### config.mk
export PLATFORM = sky130hd
export DESIGN_NAME = breakout_ball_engine
export DESIGN_NICKNAME = d
export VERILOG_FILES = /design/src/rtl/breakout_pkg.sv /design/src/rtl/ball_axis_step.sv /design/src/rtl/breakout_ball_engine.sv
export SDC_FILE = /design/constraint.sdc
export NUM_CORES = 1
export LEC_CHECK = 0
export ABC_CLOCK_PERIOD_IN_PS = 8000
export CELL_PAD_IN_SITES_DETAIL_PLACEMENT = 1
export CELL_PAD_IN_SITES_GLOBAL_PLACEMENT = 2
export CORE_ASPECT_RATIO = 0.6
export CORE_MARGIN = 2
export CORE_UTILIZATION = 37
export CTS_CLUSTER_SIZE = 30
export DETAILED_ROUTE_END_ITERATION = 10
export GPL_TIMING_DRIVEN = 0
export PLACE_DENSITY_LB_ADDON = 0.1
export SLEW_MARGIN = 20
export SYNTH_ARGS = -nofsm -noshare
export SYNTH_HDL_FRONTEND = slang
export SYNTH_SLANG_ARGS = --single-unit
### constraint.sdc
create_clock -name sys_clk -period 8 [get_ports sys_clk]
set_input_delay 1.6 -clock sys_clk [delete_from_list [all_inputs] [get_ports sys_clk]]
set_output_delay 1.6 -clock sys_clk [all_outputs]
set_load 0.005 [all_outputs]
### src/rtl/breakout_pkg.sv
// rtl/breakout_pkg.sv - shared game-state encodings and playfield geometry
package breakout_pkg;

  typedef enum logic [1:0] {
    GS_IDLE = 2'd0,
    GS_PLAY = 2'd1,
    GS_WIN  = 2'd2,
    GS_END  = 2'd3
  } game_state_t;

  typedef enum logic [1:0] {
    BS_HOLD,
    BS_MOVE,
    BS_DEAD,
    BS_DONE
  } ball_state_t;

  localparam int SCREEN_W       = 640;
  localparam int SCREEN_H       = 480;
  localparam int BALL_SIZE      = 8;
  localparam int PADDLE_Y       = 440;
  localparam int PADDLE_W       = 80;
  localparam int SPEED          = 2;
  localparam int BRICK_COUNT    = 40;
  localparam int LIVES_INIT     = 3;
  localparam int LAUNCH_FRAMES  = 60;
  localparam int RESPAWN_FRAMES = 30;

  // Derived geometry: ball parked centred on the paddle, paddle starts centred on screen.
  localparam int X_MAX      = SCREEN_W - BALL_SIZE;
  localparam int Y_MAX      = SCREEN_H;
  localparam int MISS_Y     = SCREEN_H - BALL_SIZE;
  localparam int HOLD_X_OFS = (PADDLE_W - BALL_SIZE) / 2;
  localparam int HOLD_Y     = PADDLE_Y - BALL_SIZE;
  localparam int RESET_X    = (SCREEN_W - PADDLE_W) / 2 + HOLD_X_OFS;

endpackage

### src/rtl/ball_axis_step.sv
// rtl/ball_axis_step.sv - one axis of ball motion: brick flip, low-wall/high-side bounce, clamped step
module ball_axis_step
  import breakout_pkg::*;
#(
  parameter int MAX_POS = X_MAX
) (
  input  logic [9:0] pos,
  input  logic       dir,
  input  logic       flip,
  input  logic       step,
  input  logic       hi_hit,
  output logic [9:0] next_pos,
  output logic       next_dir
);

  logic [10:0] pos_ext;
  logic [10:0] fwd;
  logic [9:0]  back;

  assign pos_ext = {1'b0, pos};
  assign fwd     = pos_ext + 11'(SPEED);
  assign back    = pos - 10'(SPEED);

  // dir: 1 = increasing coordinate. A brick flip applies on any cycle; bounces only on a step.
  always_comb begin
    next_dir = dir ^ flip;
    next_pos = pos;
    if (step) begin
      if (pos_ext <= 11'(SPEED)) begin
        next_dir = 1'b1;
      end else if (hi_hit) begin
        next_dir = 1'b0;
      end
      if (next_dir) begin
        next_pos = (fwd > 11'(MAX_POS)) ? 10'(MAX_POS) : fwd[9:0];
      end else begin
        next_pos = (pos_ext < 11'(SPEED)) ? 10'd0 : back;
      end
    end
  end

endmodule

### src/rtl/breakout_ball_engine.sv
// rtl/breakout_ball_engine.sv - ball FSM, lives/bricks bookkeeping and win/lose pulses
module breakout_ball_engine
  import breakout_pkg::*;
(
  input  logic       sys_clk,
  input  logic       sys_rst_n,
  input  logic [1:0] game_state,
  input  logic       game_reset,
  input  logic       frame_tick,
  input  logic [9:0] paddle_x,
  input  logic       brick_hit,
  input  logic       brick_hit_vert,
  output logic [9:0] ball_x,
  output logic [9:0] ball_y,
  output logic [1:0] lives,
  output logic [5:0] bricks_left,
  output logic       lose_sig,
  output logic       win_sig
);

  ball_state_t state;
  logic [5:0]  frame_cnt;
  logic        dx, dy;
  logic        flipped_x, flipped_y;

  logic        tick, in_move, step, flip_x, flip_y, miss, last_brick;
  logic        hi_x, hi_y, next_dx, next_dy;
  logic [9:0]  next_x, next_y, hold_x;
  logic [10:0] x_ext, y_ext, px_ext, hold_sum;

  assign tick       = frame_tick && (game_state_t'(game_state) == GS_PLAY);
  assign in_move    = (state == BS_MOVE);
  assign step       = in_move && tick;
  assign flip_x     = in_move && brick_hit && !brick_hit_vert && !flipped_x;
  assign flip_y     = in_move && brick_hit && brick_hit_vert && !flipped_y;
  assign last_brick = in_move && brick_hit && (bricks_left == 6'd1);

  assign x_ext    = {1'b0, ball_x};
  assign y_ext    = {1'b0, ball_y};
  assign px_ext   = {1'b0, paddle_x};
  assign hold_sum = px_ext + 11'(HOLD_X_OFS);
  assign hold_x   = (hold_sum > 11'(X_MAX)) ? 10'(X_MAX) : hold_sum[9:0];
  assign miss     = step && (y_ext >= 11'(MISS_Y));

  // The y "high side" is the paddle top face, not a wall: the floor is a miss.
  assign hi_x = (x_ext + 11'(BALL_SIZE)) >= 11'(SCREEN_W - SPEED);
  assign hi_y = ((y_ext + 11'(BALL_SIZE)) >= 11'(PADDLE_Y))
             && ((y_ext + 11'(BALL_SIZE)) < 11'(PADDLE_Y + SPEED))
             && ((x_ext + 11'(BALL_SIZE)) > px_ext)
             && (x_ext < (px_ext + 11'(PADDLE_W)));

  ball_axis_step #(.MAX_POS(X_MAX)) u_axis_x (
    .pos      (ball_x),
    .dir      (dx),
    .flip     (flip_x),
    .step     (step),
    .hi_hit   (hi_x),
    .next_pos (next_x),
    .next_dir (next_dx)
  );

  ball_axis_step #(.MAX_POS(Y_MAX)) u_axis_y (
    .pos      (ball_y),
    .dir      (dy),
    .flip     (flip_y),
    .step     (step),
    .hi_hit   (hi_y),
    .next_pos (next_y),
    .next_dir (next_dy)
  );

  always_ff @(posedge sys_clk or negedge sys_rst_n) begin
    if (!sys_rst_n) begin
      state       <= BS_HOLD;
      frame_cnt   <= '0;
      dx          <= 1'b1;
      dy          <= 1'b0;
      flipped_x   <= 1'b0;
      flipped_y   <= 1'b0;
      ball_x      <= 10'(RESET_X);
      ball_y      <= 10'(HOLD_Y);
      lives       <= 2'(LIVES_INIT);
      bricks_left <= 6'(BRICK_COUNT);
      lose_sig    <= 1'b0;
      win_sig     <= 1'b0;
    end else if (game_reset) begin
      state       <= BS_HOLD;
      frame_cnt   <= '0;
      dx          <= 1'b1;
      dy          <= 1'b0;
      flipped_x   <= 1'b0;
      flipped_y   <= 1'b0;
      ball_x      <= 10'(RESET_X);
      ball_y      <= 10'(HOLD_Y);
      lives       <= 2'(LIVES_INIT);
      bricks_left <= 6'(BRICK_COUNT);
      lose_sig    <= 1'b0;
      win_sig     <= 1'b0;
    end else begin
      lose_sig <= 1'b0;
      win_sig  <= 1'b0;
      unique case (state)
        BS_HOLD: begin
          ball_x <= hold_x;
          ball_y <= 10'(HOLD_Y);
          if (tick) begin
            if (frame_cnt == 6'(LAUNCH_FRAMES - 1)) begin
              state     <= BS_MOVE;
              frame_cnt <= '0;
              dx        <= 1'b1;
              dy        <= 1'b0;
              flipped_x <= 1'b0;
              flipped_y <= 1'b0;
            end else begin
              frame_cnt <= frame_cnt + 6'd1;
            end
          end
        end
        BS_MOVE: begin
          // A hit on the tick cycle belongs to the frame that is closing.
          flipped_x <= tick ? 1'b0 : (flipped_x | flip_x);
          flipped_y <= tick ? 1'b0 : (flipped_y | flip_y);
          if (brick_hit && bricks_left != 6'd0) begin
            bricks_left <= bricks_left - 6'd1;
          end
          if (last_brick) begin
            win_sig <= 1'b1;
            state   <= BS_DONE;
          end else if (miss) begin
            if (lives > 2'd1) begin
              lives     <= lives - 2'd1;
              state     <= BS_DEAD;
              frame_cnt <= '0;
            end else begin
              lives    <= 2'd0;
              lose_sig <= 1'b1;
              state    <= BS_DONE;
            end
          end else begin
            ball_x <= next_x;
            ball_y <= next_y;
            dx     <= next_dx;
            dy     <= next_dy;
          end
        end
        BS_DEAD: begin
          if (tick) begin
            if (frame_cnt == 6'(RESPAWN_FRAMES - 1)) begin
              state     <= BS_HOLD;
              frame_cnt <= '0;
            end else begin
              frame_cnt <= frame_cnt + 6'd1;
            end
          end
        end
        BS_DONE: ;
      endcase
    end
  end

endmodule
==> summary.txt, run 1 <==
Yosys
  • Syn Nets: 573
  • Top cells by area, synth: dfrtp_1 16%, ha_1 12%, dfstp_2 8.7%, nand2_1 4.0%, xnor2_1 3.5%
  • Cell taking the most area after synthesis: dfrtp_1
  • Synthesized flop and latch total: 41
  • Yosys Warn Count: 0
  • Ys flop type: dfrtp_1
  • Count of cell types in the netlist: 83
  • Post-synth ARST share: 100%
  • Post-synth EDFFs: 0
  • Register area share after synthesis: 24.7%
  • Cells after Synth: 516
  • Top cell type's share of synthesized area: 16.0%
  • Count leader, synth: nand2_1
  • Area of the mapped netlist: 4220 um^2
  • Synth cell count leaders: 45 x nand2_1, 39 x ha_1, 36 x inv_1, 36 x nor2_1, 28 x a21oi_1
  • Mapped Avg Cell Area: 8.18 um^2

Global route
  • Largest net degree at the start of global routing: 31
  • GRT Overall Usage: 25.3%
  • Total congestion overflow: 0
  • Initial antenna violation count: 0
  • Vias in the first global route: 4,275
  • First-pass GRT wire length: 24,100 um

Routing
  • Via count: 4,223
  • Detailed router's first-iteration violation count: 354
  • 1st-pass router iterations: 5
  • DRC: 0
  • Routed wire length: 14,800 um
  • Via density: 5.91
  • Final ANT Viol Nets: 0
  • Post-DR wirelength/cell: 20.7 um

CTS
  • TritonCTS clock tree: done
  • H-tree Lvls: 2
  • Worst-case clock buffer depth: 2
  • Clock root buffer: clkbuf_16
  • Post-CTS Hold Fix Bufs: 0
  • Post-CTS Setup Inserts: 0
  • Worst-path clk slew: 0.06 ns
  • Post-cts sizing count: 0
  • Clock net sink count: 41
  • Cts bufs inserted: 5
  • Worst-skew pair later-pin latency: 0.29 ns

Power and ir drop
  • Leak Pwr: 2.06 nW
  • Worst vdd ir: 0.119 mV
  • P per Cell Area: 291 nW/um^2

Place
  • Port Buf Inserts: 45
  • HPWL reported at the end of detailed placement: 11,500 um
  • RePlAce Congestion: 0.887

Cells and area
  • Antenna diodes: 0
  • Area delta synth->final: 19.8%
  • Layout cells sized above 1: 11.1%
  • Final #Nets: 626
  • Final Core Density: 45.0%

Floorplan
  • Die Wd: 142 um
  • Core Footprint: 11,200 um^2
  • IO Count: 48
  • # rows: 30
  • Initial Utilization: 37.6%
  • Die height: 86.7 um
  • Area of the die: 12,300 um^2

Outcome
  • Outcome: finished clean

Timing
  • Min cycle time layout: 4.55 ns
  • RSZ-0062 raised after global routing: false
  • Slew @ Worst Pin: 0.803 ns
  • Fin. max-slew vios: 0
  • Final setup fails: 0
  • Clk_skew: 0.00394 ns
  • Fin Setup TNS: 0 ns
  • Final hold vios: 0
  • Rel. slew slack: 46.2%
  • Peak Freq: 220 MHz
  • Crit share post-route: 56.9%
  • Fin Hold WS: 0.476 ns

Critical path
  • Worst Path Max Fanout: 10
  • CP startpoint kind: primary input
  • Worst endpoint required time: 8.17 ns
  • Critical Path AT: 4.72 ns
  • Critical path class: primary input to flop
  • Crit. End Element: flop

Flow run
  • Max-cap violations: 0

Min path
  • HP Class: flop to flop
-- power breakdown --
group	internal (mW)	leakage, nW	switching (mW)	total, mW
logic	0.353	1.45	0.511	0.864
registers	0.261	0.515	0.0777	0.338
clock network	0.178	0.0938	0.0878	0.266
-- state kept, by name, summed over array words and instances, names as in the netlist, 2 cells and up --
register / cells
bricks_left: 6
ball_y: 9
lives: 2
frame_cnt: 6
ball_x: 10
state: 2
-- cell families after synthesis --
group | share of synthesized area [%]
other cells | 0.0889
compound gates | 24.3
xor+xnor | 5.99
simple gates | 22.8
mux | 3.38
flops | 24.7
buf+inv | 7.15
fa+ha+maj | 11.6
-- path summary, 6_finish.rpt --
check / startpoint / slack [ns] / end / depth (start not counted)
setup / recovery: paddle_x[4] / 3.45 / ball_y[6]$_DFFE_PN0P_ / 13
setup reg to reg: ball_x[6]$_DFFE_PN0P_ / 4.21 / ball_y[7]$_DFFE_PN1P_ / 12
max in group asynchronous: sys_rst_n / 6.24 / ball_x[3]$_DFFE_PN1P_ / 2
hold / removal: dx$_DFFE_PN1P_ / 0.48 / dx$_DFFE_PN1P_ / 2
hold reg to reg: dx$_DFFE_PN1P_ / 0.48 / dx$_DFFE_PN1P_ / 2
min in group asynchronous: sys_rst_n / 1.21 / ball_y[2]$_DFFE_PN0P_ / 1
-- through the flow --
stage                     total power [mW]  cells  setup WS, ns  area, um^2
final                                 1.47    714          3.45        5050
after CTS                             1.47    714          3.44        5050
after detailed placement              1.19    706          3.13        4860
after global placement                1.17    705          3.23        4850
after floorplan                      0.889    516          4.11        4220
after global routing                  1.59    714          3.19        5050
-- worst max-delay path, stage by stage --
cell	delay [ns]
clkdlybuf4s50_1	0.58
a21oi_1	0.32
nor2_1	0.10
xnor2_1	0.13
ha_1	0.32
a21oi_1	0.17
a2bb2oi_1	0.09
nor4_1	0.34
o221a_2	0.35
or2_0	0.17
buf_6	0.17
a21oi_1	0.08
a221o_1	0.29
-- cell usage in the layout (no fill, tap or decap), types with 4 or more instances in the layout --
cell             instances
and3_1                   5
nand2_1                 45
nor2_1                  36
xor2_1                  10
nor4_1                   6
o211ai_1                 6
nor3_1                  21
o31ai_1                  8
nand2b_1                 5
dfstp_2                 14
a21boi_0                 4
buf_2                    8
a21o_1                   6
o21ai_0                 26
a31oi_1                  7
clkbuf_1                10
ha_1                    39
o22ai_1                  6
dfrtp_1                 27
clkbuf_16                5
nand4_1                 10
nand3b_1                 5
o21ai_1                  4
clkdlybuf4s50_1         44
nand3_1                 23
buf_4                    8
a21oi_1                 28
inv_1                   36
mux2i_1                 12
or3_1                    5
xnor2_1                 17
-- area by class of cell --
| type | instances | area (um^2) |
|---|---|---|
| Timing Repair Buffer | 46 | 465 |
| Sequential cell | 41 | 1040 |
| Multi-Input combinational cell | 409 | 2870 |
| Clock inverter | 3 | 65.1 |
| Tap cell | 144 | 180 |
| Inverter | 39 | 146 |
| Buffer | 27 | 155 |
| Clock buffer | 5 | 125 |
| Fill cell | 1369 | 6170 |
-- layer usage --
layer,track usage (%),up-vias,share of wire [%]
met1,40.7,2110,54
met5,0,-,0
met4,3.18,0,0.39
met2,35.2,108,41
met3,4.53,7,5.3
li1,-,1998,-
No activity file was read; power rests on OpenSTA's default activity.
==> run 2: changes to the inputs <==
- ABC_CLOCK_PERIOD_IN_PS: 8000 -> 4700
- CORE_UTILIZATION: 37 -> 34
- clock period: 8 -> 4.7 ns (I/O delays scaled with it)
==> run 2 against run 1 <==
Compared with the run above:
- register-to-register slack worse by 3.4 ns
- cell count up 2.9%
- clock skew is essentially flat
- worst hold slack lost 0.0086 ns
- largest power group unchanged
==> summary.txt, run 2 (synthesized netlist as in run 1, its figures left out) <==
CTS
  • Clock root buffer: clkbuf_16 (unchanged)
  • Post-CTS Setup Inserts: 0 (unchanged)
  • Worst-path clk slew: 0.06 ns (about the same)
  • Post-cts sizing count: 0 (unchanged)
  • Cts bufs inserted: 5 (unchanged)
  • H-tree Lvls: 2 (unchanged)
  • Post-CTS Hold Fix Bufs: 0 (unchanged)
  • TritonCTS clock tree: done (unchanged)
  • Clock net sink count: 41 (unchanged)
  • Worst-skew pair later-pin latency: 0.29 ns (about the same)
  • Worst-case clock buffer depth: 2 (unchanged)

Critical path
  • CP max stage cell: clkdlybuf4s50_1 (unchanged)
  • CP Launch Point: paddle_x[4] (unchanged)
  • Critical path class: primary input to flop (unchanged)
  • Critical Path AT: 4.09 ns (was 4.72 ns)
  • Worst Path Max Fanout: 10 (unchanged)
  • CP startpoint kind: primary input (unchanged)
  • Crit. End Element: flop (unchanged)
  • Most used cell, CP: a21oi_1 (unchanged)
  • Worst endpoint required time: 4.88 ns (was 8.17 ns)
  • R2R Path Start: ball_x[6]$_DFFE_PN0P_ (unchanged)
  • CP Cell Sequence: clkdlybuf4s50_1 > a21oi_1 > nor2_1 > xnor2_1 > ha_1 > a21oi_1 > a2bb2oi_1 > nor4_1 > o221a_2 > or2_0 > buf_6 > a21oi_1 > a221o_1 (unchanged)
  • Worst path max stage delay: 0.57 ns (was 0.58 ns)

Global route
  • Total congestion overflow: 0 (unchanged)
  • First-pass GRT wire length: 24,200 um (was 24,100 um)
  • Initial antenna violation count: 1 (was 0)
  • Largest net degree at the start of global routing: 29 (was 31)
  • GRT Overall Usage: 22.9% (was 25.3%)
  • Vias in the first global route: 4,290 (was 4,275)

Cells and area
  • Most frequent cells in the layout: 45 x nand2_1, 44 x clkdlybuf4s50_1, 39 x ha_1 (unchanged)
  • Layout cells sized above 1: 11.1% (unchanged)
  • Largest Register: ball_x (unchanged)
  • Max FFs per register: 10 (unchanged)
  • Final #Nets: 626 (unchanged)
  • Antenna diodes: 0 (unchanged)
  • Area delta synth->final: 19.7% (was 19.8%)
  • Leading registers by flop count: ball_x: 10 flops, ball_y: 9 flops (unchanged)
  • Post-route cell area: 5050 um^2 (about the same)
  • Fin cells: 735 (was 714)
  • Most common cell after layout, fill and taps aside: nand2_1 (unchanged)

Min path
  • HP Class: flop to flop (unchanged)
  • Hold path start: dx$_DFFE_PN1P_ (unchanged)

Place
  • RePlAce Congestion: 0.882 (was 0.887)
  • HPWL reported at the end of detailed placement: 11,700 um (was 11,500 um)
  • Inst Count DP: 727 (was 706)
  • Placed Area: 4890 um^2 (was 4860 um^2)
  • Port Buf Inserts: 45 (unchanged)

Floorplan
  • Initial Utilization: 35.0% (was 37.6%)
  • Die Wd: 148 um (was 142 um)
  • Area of the die: 13,300 um^2 (was 12,300 um^2)
  • # rows: 31 (was 30)
  • Die height: 90.3 um (was 86.7 um)
  • Core Footprint: 12,100 um^2 (was 11,200 um^2)
  • IO Count: 48 (unchanged)

Timing
  • Final hold vios: 0 (unchanged)
  • Fin Setup TNS: 0 ns (unchanged)
  • Min cycle time layout: 3.91 ns
  • Crit share post-route: 83.2%
  • Fin Hold WS: 0.467 ns (was 0.476 ns)
  • Clk_skew: 0.00391 ns (was 0.00394 ns)
  • Final setup fails: 0 (unchanged)
  • Rel. slew slack: 44.6% (was 46.2%)
  • Peak Freq: 256 MHz
  • Slew @ Worst Pin: 0.827 ns (was 0.803 ns)
  • Fin. max-slew vios: 0 (unchanged)
  • RSZ-0062 raised after global routing: false (unchanged)

Flow run
  • Max-cap violations: 0 (unchanged)

Power and ir drop
  • Clk network pwr share: 15.4% (was 18.1%)
  • Worst vdd ir: 0.180 mV (was 0.119 mV)
  • Int Pwr: 1.27 mW (was 792 uW)
  • Comb pwr share: 61.0% (was 58.8%)
  • P per Cell Area: 482 nW/um^2 (was 291 nW/um^2)
  • Switch Pwr: 1.16 mW (was 676 uW)
  • Sw frac: 47.7% (was 46.1%)
  • Sequential power share: 23.6% (was 23.0%)
  • Leak Pwr: 2.04 nW (was 2.06 nW)

Routing
  • Post-DR wirelength/cell: 20.1 um (was 20.7 um)
  • DRC: 0 (unchanged)
  • Via count: 4,241 (was 4,223)
  • Via density: 5.77 (was 5.91)
  • Routed wire length: 14,800 um (about the same)
  • Detailed router's first-iteration violation count: 234 (was 354)
  • Final ANT Viol Nets: 0 (unchanged)
  • 1st-pass router iterations: 4 (was 5)

Outcome
  • Outcome: finished clean (unchanged)
==> run 2: layout make-up <==
type                       instances  area, um^2
timing repair buffer              46         465
tap                              165         206
buffer                            27         155
multi-input combinational        409        2870
clock inverter                     1        5.00
inverter                          39         146
clock buffer                       7         153
sequential                        41        1040
fill                            1453        7010
==> run 2: critical path, delay by kind of cell <==
kind / cells / cell delay, ns
AO/OA/AOI/OAI: 6 / 1.31
buffers and inverters: 2 / 0.74
AND/OR/NAND/NOR: 3 / 0.62
adder cells (fa/ha/maj): 1 / 0.33
XOR/XNOR: 1 / 0.14
==> run 2: through the flow <==
step / util [%] / total power, mW / worst slack, ns
finish: 41.9 / 2.44 / 0.788
global route: 41.9 / 2.62 / 0.607
CTS: 41.9 / 2.44 / 0.772
detailed placement: 40.5 / 2.05 / 0.480
global placement: 40.4 / 2.00 / 0.566
floorplan: - / 1.51 / 1.46
==> run 2: power by group through the flow <==
stage | Combinational [mW] | Sequential, mW | Clock, mW
5_1_grt | 1.63 | 0.590 | 0.396
3_3_place_gp | 1.42 | 0.576 | 0
6_report | 1.48 | 0.576 | 0.375
3_5_place_dp | 1.47 | 0.578 | 0
4_1_cts | 1.48 | 0.573 | 0.387
2_1_floorplan | 0.986 | 0.528 | 0
==> run 2: path summary, 6_finish.rpt <==
kind	to	slack [ns]	depth (start not counted)
worst max-delay path	ball_y[6]$_DFFE_PN0P_	0.79	13
worst min-delay path	dx$_DFFE_PN1P_	0.47	2
worst max register to register	ball_y[7]$_DFFE_PN1P_	0.80	12
worst min register to register	dx$_DFFE_PN1P_	0.47	2
max in group asynchronous	dx$_DFFE_PN1P_	3.59	2
min in group asynchronous	ball_y[2]$_DFFE_PN0P_	0.56	1
==> run 2: routing by layer <==
metal	wire [um]	track usage [%]
met1	8150	36.7
met4	84	3.57
met2	5740	31.7
met3	814	4.65
met5	13	0
==> run 3: changes to the inputs <==
- ABC_CLOCK_PERIOD_IN_PS: 4700 -> 3700
- clock period: 4.7 -> 3.7 ns (I/O delays scaled with it)
==> run 3 against run 2 <==
Compared with the run above:
- utilization grew 0.73 points
- clock skew decreased by 0.00097 ns
- global-route usage hardly changed
- setup slack got worse by 0.63 ns
- clock power rose by 27%
- register-to-register slack lost 0.64 ns
- sequential power is 26% higher
- flip-flop and latch count unchanged
- total power up 31%
- critical path depth is 2 lower
- largest power group unchanged
- highest routed layer unchanged
==> summary.txt, run 3 (synthesized netlist as in run 1, its figures left out) <==
Timing
  • Fin. max-slew vios: 0 (unchanged)
  • Final setup fails: 0 (unchanged)
  • RSZ-0062 raised after global routing: false (unchanged)
  • Rel. slew slack: 40.7% (was 44.6%)
  • Clk_skew: 0.00294 ns (was 0.00391 ns)
  • Final setup margin: 0.156 ns (was 0.788 ns)
  • Slew @ Worst Pin: 0.884 ns (was 0.827 ns)
  • Crit share post-route: 95.8%
  • Fin Hold WS: 0.361 ns (was 0.467 ns)
  • Fin Setup TNS: 0 ns (unchanged)
  • Min cycle time layout: 3.54 ns
  • Final hold vios: 0 (unchanged)
  • Peak Freq: 282 MHz

Cells and area
  • Layout cells sized above 1: 13.4% (was 11.1%)
  • Final #Nets: 631 (was 626)
  • Most frequent cells in the layout: 45 x nand2_1, 41 x clkdlybuf4s50_1, 38 x ha_1 (was 45 x nand2_1, 44 x clkdlybuf4s50_1, 39 x ha_1)
  • Fill cells: 1,450 (was 1,453)
  • Multi-input gate area: 2910 um^2 (was 2870 um^2)
  • Final Core Density: 42.6% (was 41.9%)
  • Area delta synth->final: 21.7% (was 19.7%)
  • Register area: 1040 um^2 (about the same)
  • Most common cell after layout, fill and taps aside: nand2_1 (unchanged)
  • Antenna diodes: 0 (unchanged)
  • Max FFs per register: 10 (unchanged)
  • Fin cells: 740 (was 735)
  • Leading registers by flop count: ball_x: 10 flops, ball_y: 9 flops (unchanged)
  • Largest Register: ball_x (unchanged)

Floorplan
  • Area of the die: 13,300 um^2 (unchanged)
  • Core Footprint: 12,100 um^2 (unchanged)
  • Die Wd: 148 um (unchanged)
  • # rows: 31 (unchanged)
  • Initial Utilization: 35.0% (unchanged)
  • IO Count: 48 (unchanged)
  • Die height: 90.3 um (unchanged)

Global route
  • Largest net degree at the start of global routing: 29 (unchanged)
  • First-pass GRT wire length: 24,200 um (about the same)
  • GRT Overall Usage: 22.9% (about the same)
  • Vias in the first global route: 4,300 (was 4,290)
  • Total congestion overflow: 0 (unchanged)
  • Initial antenna violation count: 1 (unchanged)

Critical path
  • Critical Path AT: 3.76 ns (was 4.09 ns)
  • Most used cell, CP: ha_1 (was a21oi_1)
  • CP Cell Sequence: ha_1 > and3_1 > xor2_1 > ha_1 > nand3_1 > nor3_2 > o21ai_0 > o221a_2 > or4_1 > a21o_1 > a22o_1 (was clkdlybuf4s50_1 > a21oi_1 > nor2_1 > xnor2_1 > ha_1 > a21oi_1 > a2bb2oi_1 > nor4_1 > o221a_2 > or2_0 > buf_6 > a21oi_1 > a221o_1)
  • Worst endpoint required time: 3.92 ns (was 4.88 ns)
  • Reg2Reg Setup Slack: 0.16 ns (was 0.80 ns)
  • CP startpoint kind: flop (was primary input)
  • Worst R2R End: ball_y[7]$_DFFE_PN1P_ (unchanged)
  • R2R Path Start: ball_x[4]$_DFFE_PN1P_ (was ball_x[6]$_DFFE_PN0P_)
  • Reg2Reg Depth: 11 (was 12)
  • Critical path class: flop to flop (was primary input to flop)
  • Crit. End Element: flop (unchanged)
  • Worst Path Max Fanout: 7 (was 10)
  • CP max stage cell: dfstp_2 (was clkdlybuf4s50_1)
  • Worst path max stage delay: 0.62 ns (was 0.57 ns)

CTS
  • Post-CTS Hold Fix Bufs: 0 (unchanged)
  • TritonCTS clock tree: done (unchanged)
  • Clock net sink count: 41 (unchanged)
  • Clock root buffer: clkbuf_16 (unchanged)
  • Worst-case clock buffer depth: 2 (unchanged)
  • Cts bufs inserted: 5 (unchanged)
  • Worst-path clk slew: 0.06 ns (about the same)
  • Worst-skew pair later-pin latency: 0.29 ns (about the same)
  • H-tree Lvls: 2 (unchanged)

Power and ir drop
  • Worst vdd ir: 0.231 mV (was 0.180 mV)
  • P per Cell Area: 620 nW/um^2 (was 482 nW/um^2)
  • Leak Pwr: 2.09 nW (was 2.04 nW)
  • Switch Pwr: 1.51 mW (was 1.16 mW)
  • Clk network pwr share: 14.9% (was 15.4%)
  • Comb pwr share: 62.3% (was 61.0%)
  • Sequential power share: 22.8% (was 23.6%)
  • Sw frac: 47.4% (was 47.7%)
  • Int Pwr: 1.68 mW (was 1.27 mW)

Routing
  • Routed wire length: 14,900 um (was 14,800 um)
  • 1st-pass router iterations: 4 (unchanged)
  • Via density: 5.74 (was 5.77)
  • Post-DR wirelength/cell: 20.1 um (about the same)
  • Via count: 4,251 (was 4,241)
  • DRC: 0 (unchanged)
  • Detailed router's first-iteration violation count: 280 (was 234)
  • Final ANT Viol Nets: 0 (unchanged)

Min path
  • HP Class: primary input to async pin (was flop to flop)

Outcome
  • Outcome: finished clean (unchanged)

Flow run
  • Max-cap violations: 0 (unchanged)

Place
  • Port Buf Inserts: 45 (unchanged)
  • RePlAce Congestion: 0.882 (unchanged)
  • Inst Count DP: 727 (unchanged)
  • HPWL reported at the end of detailed placement: 11,700 um (unchanged)
  • Placement Setup Slack: -0.320 ns (was 0.480 ns)
[run 3: cell types whose count changed in the layout (fill, tap and decap cells not counted), moves of 2 or more]
cell,before,now
dlymetal6s2s_1,0,2
buf_4,8,14
clkdlybuf4s50_1,44,41
clkbuf_2,0,2
clkbuf_1,10,8
[run 3: worst max path at each step]
stage	startpoint	slack, ns	to	cells past startpoint
after floorplan	ball_x[8]$_DFFE_PN1P_	0.46	ball_y[7]$_DFFE_PN1P_	13
after global placement	paddle_x[4]	-0.23	ball_y[6]$_DFFE_PN0P_	13
after detailed placement	paddle_x[4]	-0.32	ball_y[6]$_DFFE_PN0P_	13
after CTS	ball_x[5]$_DFFE_PN1P_	0.0005	ball_y[7]$_DFFE_PN1P_	13
after global routing	ball_x[3]$_DFFE_PN1P_	0.02	ball_y[7]$_DFFE_PN1P_	12
final	ball_x[4]$_DFFE_PN1P_	0.16	ball_y[7]$_DFFE_PN1P_	11
[run 3: area by class of cell]
type                       instances  share of cell area (%)
timing repair buffer              51                    9.87
buffer                            27                    3.12
clock inverter                     1                  0.0974
clock buffer                       7                    2.97
inverter                          39                    2.85
sequential                        41                    20.3
tap                              165                    4.02
multi-input combinational        409                    56.7
[run 3: per-layer routing]
layer  global-route usage (%)  share of wire [%]  up-vias
li1                         -                  -     2008
met1                     36.6                 55     2153
met2                     31.8                 39       82
met3                     4.65                5.6        6
met4                     3.57               0.32        2
met5                        0              0.087        -
[run 3: worst max-delay path: cells and delay by family, from the launching register on]
kind | cells | cell delay, ns
flip-flops | 1 | 0.62
AND/OR/NAND/NOR | 4 | 1.15
XOR/XNOR | 1 | 0.28
AO/OA/AOI/OAI | 4 | 0.87
adder cells (fa/ha/maj) | 2 | 0.54
[run 3: per-stage QoR]
step | total power, mW | cell area (um^2)
after global placement | 2.54 | 4880
after global routing | 3.41 | 5140
final | 3.18 | 5140
after CTS | 3.11 | 5070
after detailed placement | 2.60 | 4890
after floorplan | 1.92 | 4220
[run 3: repair_timing]
item                                    CTS  global route
resized for setup                         4            11
endpoints found under the setup margin    6             9
pin swaps                                 0             2
buffers inserted                          1             4
[run 3: power by group through the flow]
stage	combinational (mW)	sequential, mW	clock, mW
after floorplan	1.25	0.671	0
after global placement	1.80	0.732	0
after detailed placement	1.86	0.734	0
after CTS	1.89	0.728	0.492
after global routing	2.17	0.745	0.503
final	1.98	0.726	0.475
